===== src/rtl/regfile_wb_ctrl_pkg.sv =====
// Shared constants for the register-file write-back controller: reset level,
// write-back source ids and default RV32E sizing.
package regfile_wb_ctrl_pkg;
  localparam logic RST_VAL      = 1'b0;
  localparam int   WB_SRC_EXU   = 0;
  localparam int   WB_SRC_LSU   = 1;
  localparam int   DEF_REG_NUM  = 16;
  localparam int   DEF_ADDR_W   = 5;
  localparam int   DEF_DATA_W   = 32;
endpackage


===== src/rtl/regfile_wb_ctrl_rr_arb2.sv =====
// Two-request round-robin arbiter; the priority flop names the requester that
// wins a tie and flips only when a grant is issued.
module rr_arb2
  import regfile_wb_ctrl_pkg::*;
(
  input  logic       clk,
  input  logic       rst,
  input  logic [1:0] req,
  output logic [1:0] gnt
);

  logic prio_r;
  logic [1:0] gnt_s;

  // Grant decode: single requester wins outright, a tie goes to prio_r.
  always_comb begin
    gnt_s = 2'b00;
    if (rst == RST_VAL) begin
      gnt_s = 2'b00;
    end else begin
      case (req)
        2'b01:   gnt_s = 2'b01;
        2'b10:   gnt_s = 2'b10;
        2'b11:   gnt_s = prio_r ? 2'b10 : 2'b01;
        default: gnt_s = 2'b00;
      endcase
    end
  end

  // Priority pointer: after a grant the other requester is preferred.
  always_ff @(posedge clk) begin
    if (rst == RST_VAL) begin
      prio_r <= 1'b0;
    end else if (gnt_s[0]) begin
      prio_r <= 1'b1;
    end else if (gnt_s[1]) begin
      prio_r <= 1'b0;
    end else begin
      prio_r <= prio_r;
    end
  end

  assign gnt = gnt_s;

endmodule


===== src/rtl/regfile_wb_ctrl.sv =====
// Write-back scheduler for the RV32E register file: arbitrates EXU/LSU onto the
// single write port and keeps the busy scoreboard used by decode for hazard stalls.
module regfile_wb_ctrl
  import regfile_wb_ctrl_pkg::*;
#(
  parameter int REG_NUM = DEF_REG_NUM,
  parameter int ADDR_W  = DEF_ADDR_W,
  parameter int DATA_W  = DEF_DATA_W
) (
  input  logic              clk,
  input  logic              rst,
  input  logic              issue_valid,
  input  logic [ADDR_W-1:0] issue_rd,
  output logic              issue_ready,
  input  logic [ADDR_W-1:0] rs1,
  input  logic [ADDR_W-1:0] rs2,
  output logic              rs1_busy,
  output logic              rs2_busy,
  input  logic              exu_valid,
  input  logic [ADDR_W-1:0] exu_rd,
  input  logic [DATA_W-1:0] exu_data,
  output logic              exu_ready,
  input  logic              lsu_valid,
  input  logic [ADDR_W-1:0] lsu_rd,
  input  logic [DATA_W-1:0] lsu_data,
  output logic              lsu_ready,
  output logic              wen_reg,
  output logic [ADDR_W-1:0] rd,
  output logic [DATA_W-1:0] rin
);

  logic [REG_NUM-1:0] busy_r;
  logic [REG_NUM-1:0] busy_next_s;
  logic [1:0]         req_s;
  logic [1:0]         gnt_s;
  logic [ADDR_W-1:0]  sel_rd_s;
  logic [DATA_W-1:0]  sel_data_s;
  logic               issue_ready_s;
  logic               issue_fire_s;
  logic               wen_r;
  logic [ADDR_W-1:0]  rd_r;
  logic [DATA_W-1:0]  rin_r;

  // Index 0 and indices beyond the tracked range never report busy.
  function automatic logic busy_at(input logic [REG_NUM-1:0] vec,
                                   input logic [ADDR_W-1:0] idx);
    busy_at = 1'b0;
    for (int i = 1; i < REG_NUM; i++) begin
      if (idx == ADDR_W'(i)) busy_at = vec[i];
    end
  endfunction

  assign req_s[WB_SRC_EXU] = exu_valid;
  assign req_s[WB_SRC_LSU] = lsu_valid;

  rr_arb2 u_arb (
    .clk (clk),
    .rst (rst),
    .req (req_s),
    .gnt (gnt_s)
  );

  assign exu_ready     = gnt_s[WB_SRC_EXU];
  assign lsu_ready     = gnt_s[WB_SRC_LSU];
  assign issue_ready_s = (rst != RST_VAL) && !busy_at(busy_r, issue_rd);
  assign issue_fire_s  = issue_valid && issue_ready_s;
  assign issue_ready   = issue_ready_s;
  assign rs1_busy      = busy_at(busy_r, rs1);
  assign rs2_busy      = busy_at(busy_r, rs2);

  // Write-port source mux.
  always_comb begin
    sel_rd_s   = exu_rd;
    sel_data_s = exu_data;
    if (gnt_s[WB_SRC_LSU]) begin
      sel_rd_s   = lsu_rd;
      sel_data_s = lsu_data;
    end else begin
      sel_rd_s   = exu_rd;
      sel_data_s = exu_data;
    end
  end

  // Scoreboard next state: an issue to an index overrides its same-edge commit.
  always_comb begin
    busy_next_s = busy_r;
    for (int i = 1; i < REG_NUM; i++) begin
      if (issue_fire_s && (issue_rd == ADDR_W'(i))) begin
        busy_next_s[i] = 1'b1;
      end else if (wen_r && (rd_r == ADDR_W'(i))) begin
        busy_next_s[i] = 1'b0;
      end else begin
        busy_next_s[i] = busy_r[i];
      end
    end
    busy_next_s[0] = 1'b0;
  end

  // Scoreboard register.
  always_ff @(posedge clk) begin
    if (rst == RST_VAL) begin
      busy_r <= {REG_NUM{1'b0}};
    end else begin
      busy_r <= busy_next_s;
    end
  end

  // Write-port flops; a granted write to x0 completes without enabling the file.
  always_ff @(posedge clk) begin
    if (rst == RST_VAL) begin
      wen_r <= 1'b0;
      rd_r  <= {ADDR_W{1'b0}};
      rin_r <= {DATA_W{1'b0}};
    end else if (|gnt_s) begin
      wen_r <= (sel_rd_s != {ADDR_W{1'b0}});
      rd_r  <= sel_rd_s;
      rin_r <= sel_data_s;
    end else begin
      wen_r <= 1'b0;
      rd_r  <= rd_r;
      rin_r <= rin_r;
    end
  end

  assign wen_reg = wen_r;
  assign rd      = rd_r;
  assign rin     = rin_r;

endmodule


===== config.mk =====
export PLATFORM = sky130hd
export DESIGN_NAME = regfile_wb_ctrl
export DESIGN_NICKNAME = d
export VERILOG_FILES = /design/src/rtl/regfile_wb_ctrl_pkg.sv /design/src/rtl/regfile_wb_ctrl_rr_arb2.sv /design/src/rtl/regfile_wb_ctrl.sv
export SDC_FILE = /design/constraint.sdc
export NUM_CORES = 1
export LEC_CHECK = 0
export BUFFER_PORTS_ARGS = -buffer_cell sky130_fd_sc_hd__buf_2
export CORE_UTILIZATION = 47
export CTS_CLUSTER_SIZE = 25
export DETAILED_ROUTE_END_ITERATION = 16
export GPL_TIMING_DRIVEN = 0
export PLACE_DENSITY = 0.81
export SYNTH_ARGS = -nofsm -noshare
export SYNTH_HDL_FRONTEND = slang
export SYNTH_SLANG_ARGS = --single-unit

===== constraint.sdc =====
create_clock -name clk -period 2.6 [get_ports clk]
set_input_delay 0.13 -clock clk [delete_from_list [all_inputs] [get_ports clk]]
set_output_delay 0.13 -clock clk [all_outputs]
set_load 0.01 [all_outputs]

# After elaboration in Yosys (flattened, before gate mapping)
# Index checks and enable logic that the tools add are counted.
# classes
n_eq_ne,63
n_mux,82
n_reduce_logical,52
# op_table
op,count
"equality test 5 x 4 -> 1 bit, second input constant",32
"equality test 5 x 3 -> 1 bit, second input constant",16
two-way mux 1 bit,77
"equality test 5 x 2 -> 1 bit, second input constant",8
logical AND 1 bit,32
two-way mux 32 bit,1
nonzero test 2 bit,16
"equality test 5 x 1 -> 1 bit, second input constant",4
case mux 2 bit (3 select lines),1
two-way mux 5 bit,1
nonzero test 5 bit,1
"equality test 2 bit, second input constant",2
two-way mux 2 bit,2
"equality test 2 x 1 -> 1 bit, second input constant",1
AND reduction 2 bit,1
OR reduction 2 bit,1
logical NOT 1 bit,1
# word_totals
regBits,54
input_bits,94
word_cells,216

# Depth between registers and ports, before layout
# Gate-level depths: netlist (run 1).
# logic_depth
depth_word,21
depth_mapped,9
depth_no_buf,6

# Hierarchy
# A second synthesis (run 1) with hierarchy kept.
# hier_totals
hier_cells,378
hier_area_um2,3165.5
# modules_own_cells
module,n_inst,cells_each,area_per_inst_um2
regfile_wb_ctrl,1,371,3103.0
rr_arb2,1,7,62.6

# Least setup slack after synthesis (run 1)
# OpenSTA, ideal clock, no wires.
# synth_timing
kind,input -> register
from,input issue_rd[4]
to,register busy_r[15]
arrival_time_ns,1.935
t_required_ns,2.512
setup_slack_ns,0.578
cell_stages,9
n_path_buf,3
cell_sequence,or3b_1 > buf_6 > a2111oi_4 > nor3_1 > o21a_1 > or3_1 > buf_6 > buf_8 > o31ai_1
# synth_via
elab_chain_cells,21
word_cells_on_any_way,36
cone_classes,eq/ne: 15; mux: 16; reduce/logical: 5
# synth_lines
item,line,rtl
from (decl),regfile_wb_ctrl.sv:13,"input logic [ADDR_W-1:0] issue_rd,"
equality test 5 x 1 -> 1 bit,regfile_wb_ctrl.sv:49,if (idx == ADDR_W'(i)) busy_at = vec[i];
two-way mux 1 bit (15 in a row),regfile_wb_ctrl.sv:49,
logical NOT 1 bit,regfile_wb_ctrl.sv:65,"assign issue_ready_s = (rst != RST_VAL) && !busy_at(busy_r, issue_rd);"
logical AND 1 bit,regfile_wb_ctrl.sv:65,
logical AND 1 bit,regfile_wb_ctrl.sv:66,assign issue_fire_s = issue_valid && issue_ready_s;
logical AND 1 bit *,regfile_wb_ctrl.sv:88,if (issue_fire_s && (issue_rd == ADDR_W'(i))) begin
two-way mux 1 bit / nonzero test 2 bit (equally long branches),-,
to (signal assigned),regfile_wb_ctrl.sv:102,busy_r <= {REG_NUM{1'b0}};
to (signal assigned),regfile_wb_ctrl.sv:104,busy_r <= busy_next_s;
to (decl),regfile_wb_ctrl.sv:32,logic [REG_NUM-1:0] busy_r;
# Every way passes the cells marked *; elsewhere a longest branch is shown, timed or not.
# A chain may end at the register's enable or synchronous reset.

# Final worst setup path (run 1)
# layout_timing
from,register busy_r[15]
to,output issue_ready
# layout_via
elab_chain_cells,3
# layout_lines
item,line,rtl
two-way mux 1 bit,regfile_wb_ctrl.sv:49,
logical NOT 1 bit,regfile_wb_ctrl.sv:65,
logical AND 1 bit,regfile_wb_ctrl.sv:65,
to (decl),regfile_wb_ctrl.sv:14,"output logic issue_ready,"
# Every way passes these cells.

==> results.yml, run 1 <==
run_status:
  status: "completed"
power_and_ir_drop:
  p_sw_frac: 0.2978
  ir_worst_vdd_mv: 0.3145
  power_leakage_uw: 0.001646
  p_int_uw: 1236
  pwr_density_cell_nw_per_um2: 472.4
  pwr-share-seq: 0.517
  clock_power_share: 0.261
  switchingPower_uw: 524.3
  pwr-share-comb: 0.222
setup_path:
  worst_ep_arrival_time_ns: 2.17
  worst_r2r_path_depth: 7
  crit_path_start: "busy_r[15]"
  cp_max_fo: 10
  end_kind: "primary output"
  crit_type: "reg -> out"
  critPathLaunchType: "flop"
  timing.rr.end: "busy_r[14]"
  r2r_setup_slack_ns: 0.57
  r2r_start: "busy_r[15]"
  required_ns: 2.47
  crit_end: "issue_ready"
synth:
  syn_inst: 368
  syn_nets: 462
  synth.area.top_cells: "dfxtp_1, nand2_1, a311oi_1"
  synth.distinct_cells: 43
  ys_seq_area_frac: 0.3753
  synth_edf_count: 0
  syn_area_per_cell_um2: 7.827
  yosys_warnings: 0
  ys.flop_type: "dfxtp_1"
  ys_ff_latch: 54
  async_reset_ff_frac: 0
  syn_area_um2: 2880
  synth.largest_area_cell: "dfxtp_1"
  synth_top_area_share: 0.3753
global_route:
  grt_use_total: 0.2691
  globalRouteOverflowTotal: 0
  grt_max_degree: 17
  antenna_found_initial: 0
  first_global_vias: 3002
  grt_pass1_wl_um: 13690
cts:
  clk_pin_slew_ns: 0.10
  cts_setup_buffers: 0
  ctsRootBufferMaster: "clkbuf_8"
  numCtsBuffers: 5
  cts_tree: "built"
  cts_resized: 0
  cts.sinks: 54
  insertion_delay_ns: 0.30
  htree_levels: 2
  clockBufferDepth: 2
  ctsHoldBuffers: 0
drt:
  avgRoutedWirePerCell_um: 14.66
  drt-pass1-iter-count: 4
  vias: 3357
  antenna_left: 0
  drc: 0
  routed_wl_um: 8560
  via_per_inst: 5.748
  drt_iter0_markers: 209
placed_design:
  hpwl_um: 6641
  place_congestion: 0.9021
  place_inst: 576
  port_buffers: 133
  dp_worst_setup_slack_ns: 0.3409
final_layout:
  largest_reg_flops: 32
  areaGrowthSynthToFinish_pct: 29.37
  nets: 602
  stdcell_count: 584
  nFillCells: 544
  antenna_cells: 0
  drive_above_1_share: 0.3006
sta:
  drv_slew: 0
  finalClockSkew_ns: 0.009062
  maxSlewHeadroom: 0.6793
  worst_slew_pin_slew_ns: 0.4811
  clock.fmax_mhz: 433.9
  rsz0062_at_grt: "no"
  fin_ws_ns: 0.2956
  finalHoldViolCount: 0
  period_share: 0.8863
  setup_tns_ns: 0
  finalCriticalPeriod_ns: 2.304
  finalSetupViolCount: 0
die:
  core_area_um2: 5921
  die_area_um2: 6445
  die_w_um: 80.28
  die_h_um: 80.28
  fp-row-count: 28
  ios: 137
  start_util: 0.4865
hold_path:
  min_path_type: "in -> reg"
flow_run:
  cap_viol_max_count: 0
-- how the worst min path moves through the flow --
| stage | startpoint | end | cells after the start |
|---|---|---|---|
| after floorplan | exu_valid | u_arb.prio_r | 1 |
| after global placement | exu_valid | u_arb.prio_r | 2 |
| after detailed placement | exu_valid | u_arb.prio_r | 2 |
| after CTS | lsu_data[11] | rin[11] | 3 |
| after global routing | lsu_data[3] | rin[3] | 3 |
| final | lsu_data[11] | rin[11] | 3 |
-- stage by stage --
stage                     utilization  instance area (µm²)  power, µW  hold slack [ns]
after floorplan                     -                 2880       1140           0.2678
after global placement         0.6148                 3640       1307           0.3928
after detailed placement       0.6148                 3640       1318           0.4027
after CTS                      0.6293                 3726       1772          0.06548
after global routing           0.6293                 3726       1851          0.07311
final                          0.6293                 3726       1760          0.07564
-- worst max-delay path: stages (launching register included) --
cell and delay, ns:
dfxtp_1 0.39, mux2_2 0.29, nor4_1 0.28, nor2_1 0.09, or3_1 0.38, buf_6 0.15, buf_8 0.13, inv_1 0.05
buf_2 0.12
-- logic make-up (layout without fill, tap and decap cells) --
logic type,count (synthesis),in the layout,synth area share
and+or+nand+nor,168,168,0.2476
DFF,54,54,0.3753
buffers and inverters,37,178,0.05734
muxes,11,11,0.04865
AOI/OAI and AO/OA,98,98,0.2711
-- synthesized netlist by cell type, types with 5 or more instances --
cell       n
nand2_1   87
dfxtp_1   54
nor2_1    48
a311oi_1  37
clkbuf_1  21
o31ai_1   16
o211ai_1  13
buf_1      7
nor3_1     7
o21ai_0    7
a21oi_1    6
inv_1      6
mux2i_1    5
or3_1      5
-- layout make-up --
cell class | instances | area, µm² | share of cell area
clock buffers | 6 | 72.57 | 0.01948
flip-flops and latches | 54 | 1081 | 0.2901
inverters | 6 | 22.52 | 0.006044
clock inverters | 2 | 13.76 | 0.003694
multi-input cells | 277 | 1634 | 0.4386
well taps | 75 | 93.84 | 0.02518
repair buffers | 133 | 665.6 | 0.1786
plain buffers | 31 | 142.6 | 0.03828
-- placed cells by master (no fill, tap or decap), types with 2 or more instances in the layout --
cell / n
mux2_2: 4
mux2i_1: 5
o21a_1: 2
mux4_2: 2
nand3_1: 4
nor2b_1: 3
nor4_1: 2
o311ai_0: 3
a311oi_1: 37
or3_1: 5
buf_6: 2
nor2_1: 48
buf_1: 7
clkbuf_8: 5
o21ai_0: 7
inv_1: 6
clkbuf_1: 22
o211ai_1: 13
buf_2: 133
nand2_1: 87
a21oi_1: 6
dfxtp_1: 54
nand2b_1: 3
o31ai_1: 16
o22ai_1: 4
nor3_1: 7
or3b_2: 2
-- per-layer routing --
metal	track usage	share of wire
met1	0.3060	0.40
met4	0.09286	0.021
met3	0.06591	0.075
met5	0	0
met2	0.4863	0.50
-- power by group through the flow --
stage | Clock, µW | Combinational, µW | Sequential [µW]
floorplan | 0 | 194 | 946
global placement | 0 | 381 | 926
detailed placement | 0 | 390 | 928
CTS | 471 | 390 | 910
global route | 504 | 431 | 917
finish | 459 | 391 | 910
(Power assumes the default switching activity.)
==> run 2, diff against run 1 <==
--- a/config.mk
+++ b/config.mk
@@ -6,11 +6,12 @@
 export NUM_CORES = 1
 export LEC_CHECK = 0
 export BUFFER_PORTS_ARGS = -buffer_cell sky130_fd_sc_hd__buf_2
-export CORE_UTILIZATION = 47
+export CORE_UTILIZATION = 48
+export CTS_BUF_LIST = sky130_fd_sc_hd__clkbuf_4 sky130_fd_sc_hd__clkbuf_8
 export CTS_CLUSTER_SIZE = 25
 export DETAILED_ROUTE_END_ITERATION = 16
 export GPL_TIMING_DRIVEN = 0
-export PLACE_DENSITY = 0.81
+export PLACE_DENSITY = 0.82
 export SYNTH_ARGS = -nofsm -noshare
 export SYNTH_HDL_FRONTEND = slang
 export SYNTH_SLANG_ARGS = --single-unit
==> run 2 against run 1 <==
Against the previous run:
- clock-buffer cell count decreased by 1
- global-route usage increased by 2.2 points
- maximum frequency decreased by 2.1%
- setup slack got worse by 0.051 ns
- combinational power grew 2%
- first-iteration DRC count decreased by 8.6%
- final cell count shrank 0.51%
- critical path depth up 1
- register-to-register slack worse by 0.05 ns
- non-clock buffer count unchanged
- critical endpoint unchanged
==> results.yml, run 2 (same netlist as run 1, synthesis figures left out) <==
drt:
  drc: 0
  antenna_left: 0
  vias: 3356
  drt_iter0_markers: 191
  via_per_inst: 5.776
  avgRoutedWirePerCell_um: 15.79
  drt-pass1-iter-count: 4
  routed_wl_um: 9175
die:
  die_h_um: 79.47
  fp-row-count: 27
  core_area_um2: 5642
  ios: 137
  die_w_um: 79.47
  die_area_um2: 6315
  start_util: 0.5105
cts:
  cts_setup_buffers: 0
  clockBufferDepth: 2
  clk_pin_slew_ns: 0.10
  htree_levels: 2
  ctsRootBufferMaster: "clkbuf_8"
  numCtsBuffers: 5
  insertion_delay_ns: 0.30
  cts_resized: 0
  cts.sinks: 54
  cts_tree: "built"
  ctsHoldBuffers: 0
sta:
  worst_slew_pin_slew_ns: 0.5397
  finalClockSkew_ns: 0.004896
  period_share: 0.9058
  setup_tns_ns: 0
  rsz0062_at_grt: "no"
  finalSetupViolCount: 0
  finalCriticalPeriod_ns: 2.355
  clock.fmax_mhz: 424.6
  maxSlewHeadroom: 0.6402
  holdWs_ns: 0.07574
  finalHoldViolCount: 0
  drv_slew: 0
power_and_ir_drop:
  pwr-share-seq: 0.484
  clock_power_share: 0.304
  ir_worst_vdd_mv: 0.4187
  power_leakage_uw: 0.001660
  pwr_density_cell_nw_per_um2: 501.1
  pwr-share-comb: 0.212
  switchingPower_uw: 543.6
  p_int_uw: 1335
  p_total_uw: 1878
  p_sw_frac: 0.2894
final_layout:
  nets: 602
  areaGrowthSynthToFinish_pct: 30.15
  final_common_cell: "buf_2"
  final_area_um2: 3749
  largest_reg_flops: 32
  final_cell_mix: "buf_2, nand2_1, dfxtp_1"
  antenna_cells: 0
  drive_above_1_share: 0.3026
setup_path:
  crit_type: "reg -> out"
  critPathLaunchType: "flop"
  worst_ep_arrival_time_ns: 2.22
  cp_max_fo: 10
  end_kind: "primary output"
  required_ns: 2.47
global_route:
  grt_use_total: 0.2912
  grt_pass1_wl_um: 14440
  grt_max_degree: 18
  first_global_vias: 3135
  antenna_found_initial: 0
  globalRouteOverflowTotal: 0
run_status:
  status: "completed"
hold_path:
  min_path_type: "in -> reg"
placed_design:
  port_buffers: 133
  place_congestion: 0.8804
  postPlaceCellArea_um2: 3636
  hpwl_um: 6999
flow_run:
  cap_viol_max_count: 0
-- run 2: final timing paths --
check | startpoint | endpoint | slack [ns] | depth (start not counted)
setup / recovery | busy_r[8] | issue_ready | 0.25 | 9
hold / removal | lsu_data[8] | rin[8] | 0.08 | 3
setup reg to reg | busy_r[8] | busy_r[13] | 0.52 | 8
hold reg to reg | rin[27] | rin[27] | 0.50 | 2
-- run 2: per-layer routing --
metal,global-route usage,vias to the layer above,part of all wire
met1,0.3362,1544,0.39
met5,0,-,0
met4,0.1055,0,0.018
met2,0.5128,168,0.51
met3,0.07543,19,0.084
li1,-,1625,-
-- run 2: critical path, cell delays in order, from the launching register on --
cell and delay [ns]:
dfxtp_1 0.41, nor2b_1 0.20, a2111oi_4 0.28, nor3_1 0.08, o21a_1 0.11, or3_1 0.39
buf_6 0.15, buf_8 0.13, inv_1 0.05, buf_2 0.12
-- run 2: area by class of cell --
class	count	area, µm²
clock inverter	3	43.79
fill	498	1893
timing repair buffer	133	665.6
clock buffer	5	68.82
multi-input combinational	277	1634
sequential	54	1081
buffer	31	142.6
inverter	6	22.52
tap	72	90.09
-- run 2: power by group through the flow --
stage	Combinational, µW	Clock, µW	Sequential [µW]
finish	398	571	909
global route	439	611	915
CTS	396	578	908
global placement	386	0	925
floorplan	194	0	946
detailed placement	395	0	927
-- run 2: through the flow --
stage | instances | util | setup WS (ns)
2_1_floorplan | 368 | - | 0.5776
3_3_place_gp | 573 | 0.6445 | 0.3567
3_5_place_dp | 573 | 0.6445 | 0.3105
4_1_cts | 581 | 0.6644 | 0.2484
5_1_grt | 581 | 0.6644 | 0.1659
6_report | 581 | 0.6644 | 0.2450
==> run 3, diff against run 2 <==
--- a/config.mk
+++ b/config.mk
@@ -12,6 +12,8 @@
 export DETAILED_ROUTE_END_ITERATION = 16
 export GPL_TIMING_DRIVEN = 0
 export PLACE_DENSITY = 0.82
+export REMOVE_ABC_BUFFERS = 1
+export SKIP_LAST_GASP = 1
 export SYNTH_ARGS = -nofsm -noshare
 export SYNTH_HDL_FRONTEND = slang
 export SYNTH_SLANG_ARGS = --single-unit
==> run 3 against run 2 <==
Against the previous run:
- combinational power fell by 3%
- wire length is 5.3% lower
- clock power shrank 19%
- setup slack gained 0.024 ns
- global-route usage down 1.6 points
- sequential power about the same
- final area fell by 2.1%
- sequential cell count did not move
- critical path type is now in -> out
- largest cell class unchanged
==> results.yml, run 3 (same netlist as run 1, synthesis figures left out) <==
run_status:
  status: "completed"
setup_path:
  worst_ep_arrival_time_ns: 2.20
  r2r_start: "u_arb.prio_r"
  cpPeakStageDelay_ns: 0.63
  required_ns: 2.47
  cp_common_cell: "buf_2"
  cp_cell_sequence: "buf_2, or3b_1, a2111oi_4, nor3_1, o21a_1, or3_1, inv_1, buf_2"
  cpMaxStageDelayCell: "or3_1"
  crit_type: "in -> out"
  critPathLaunchType: "primary input"
  crit_path_start: "issue_rd[4]"
  end_kind: "primary output"
  cp_max_fo: 16
sta:
  finalHoldViolCount: 0
  rsz0062_at_grt: "no"
  worst_slew_pin_slew_ns: 1.227
  finalSetupViolCount: 0
  finalCriticalPeriod_ns: 2.331
  clock.fmax_mhz: 428.9
  drv_slew: 0
  fin_ws_ns: 0.2685
  period_share: 0.8967
  finalClockSkew_ns: 0.007139
  maxSlewHeadroom: 0.1814
placed_design:
  port_buffers: 136
  dp_worst_setup_slack_ns: -0.1622
  postPlaceCellArea_um2: 3558
  place_congestion: 0.8484
  hpwl_um: 6244
power_and_ir_drop:
  p_int_uw: 1248
  power_leakage_uw: 0.001634
  pwr-share-comb: 0.220
  pwr_density_cell_nw_per_um2: 479.8
  switchingPower_uw: 513.0
  pwr-share-seq: 0.516
  clock_power_share: 0.264
  ir_worst_vdd_mv: 0.3426
  p_sw_frac: 0.2912
die:
  die_area_um2: 6315
  core_area_um2: 5642
  die_h_um: 79.47
  start_util: 0.5105
  die_w_um: 79.47
  ios: 137
  fp-row-count: 27
final_layout:
  largest_reg_flops: 32
  nFillCells: 471
  antenna_cells: 0
  final_common_cell: "buf_2"
  regArea_um2: 1081
  areaGrowthSynthToFinish_pct: 27.45
  final_cell_mix: "buf_2, nand2_1, dfxtp_1"
  final_area_um2: 3671
  multi_input_area_um2: 1642
  nets: 582
  drive_above_1_share: 0.3340
global_route:
  grt_util_met3: 0.08114
  met1_usage: 0.3192
  grt_util_met2: 0.4744
  grt_max_degree: 41
  antenna_found_initial: 0
  gr-max-usage-layer: "met2"
  grt_use_total: 0.2747
  first_global_vias: 2888
  globalRouteOverflowTotal: 0
  grt_pass1_wl_um: 13630
cts:
  clk_pin_slew_ns: 0.09
  cts_tree: "built"
  htree_levels: 2
  cts.sinks: 54
  clockBufferDepth: 2
  ctsRootBufferMaster: "clkbuf_8"
  numCtsBuffers: 5
  insertion_delay_ns: 0.30
drt:
  drc: 0
  vias: 3254
  routed_wl_um: 8686
  drt-pass1-iter-count: 5
  avgRoutedWirePerCell_um: 15.51
  via_per_inst: 5.811
  drt_iter0_markers: 196
  antenna_left: 0
hold_path:
  min_path_type: "in -> reg"
  min_from: "lsu_data[8]"
flow_run:
  cap_viol_max_count: 0
==> run 3: power by group through the flow <==
| stage | registers, µW | logic [µW] | clock network, µW |
|---|---|---|---|
| floorplan | 946 | 169 | 0 |
| global placement | 925 | 372 | 0 |
| detailed placement | 927 | 380 | 0 |
| CTS | 908 | 382 | 476 |
| global route | 916 | 426 | 513 |
| finish | 908 | 388 | 465 |
==> run 3: final timing paths <==
| check | endpoint | slack, ns | cells after the start |
|---|---|---|---|
| max reg2reg | wen_reg | 0.30 | 4 |
| min reg2reg | rin[20] | 0.50 | 2 |
| min | rin[8] | 0.07 | 3 |
| max | issue_ready | 0.27 | 8 |
==> run 3: metal layers <==
metal,up-vias,share of wire
li1,1591,-
met1,1486,0.39
met2,159,0.49
met3,18,0.092
met4,0,0.018
met5,-,0
==> run 3: cell type report <==
cell class	instances	area share
Multi-Input combinational cell	277	0.4472
Tap cell	72	0.02454
Sequential cell	54	0.2945
Clock buffer	7	0.02284
Timing Repair inverter	2	0.002727
Inverter	6	0.007157
Timing Repair Buffer	142	0.2011
==> run 3: timing repair <==
action                                  4_1_cts  5_1_grt
setup buffers                                 0        2
gates cloned                                  1        1
hold buffers                                  0        0
pin swaps                                     0        0
endpoints found under the setup margin        1        1
gates resized for setup                       1        0
==> run 3: metrics by stage <==
stage               cells  hold slack, ns  TNS (ns)  power (µW)  utilization
CTS                   557         0.06932         0        1766       0.6472
global placement      545          0.3911    -93.98        1297       0.6219
detailed placement    549          0.3983    -2.822        1307       0.6307
finish                560         0.07414         0        1761       0.6507
global route          560         0.07017         0        1854       0.6507
floorplan             337          0.2678    -28.72        1116            -
==> run 3: critical path: cells and delay by family <==
family	cells	cell delay, ns
AOI/OAI and AO/OA	2	0.45
buffers and inverters	3	0.36
and+or+nand+nor	3	1.24
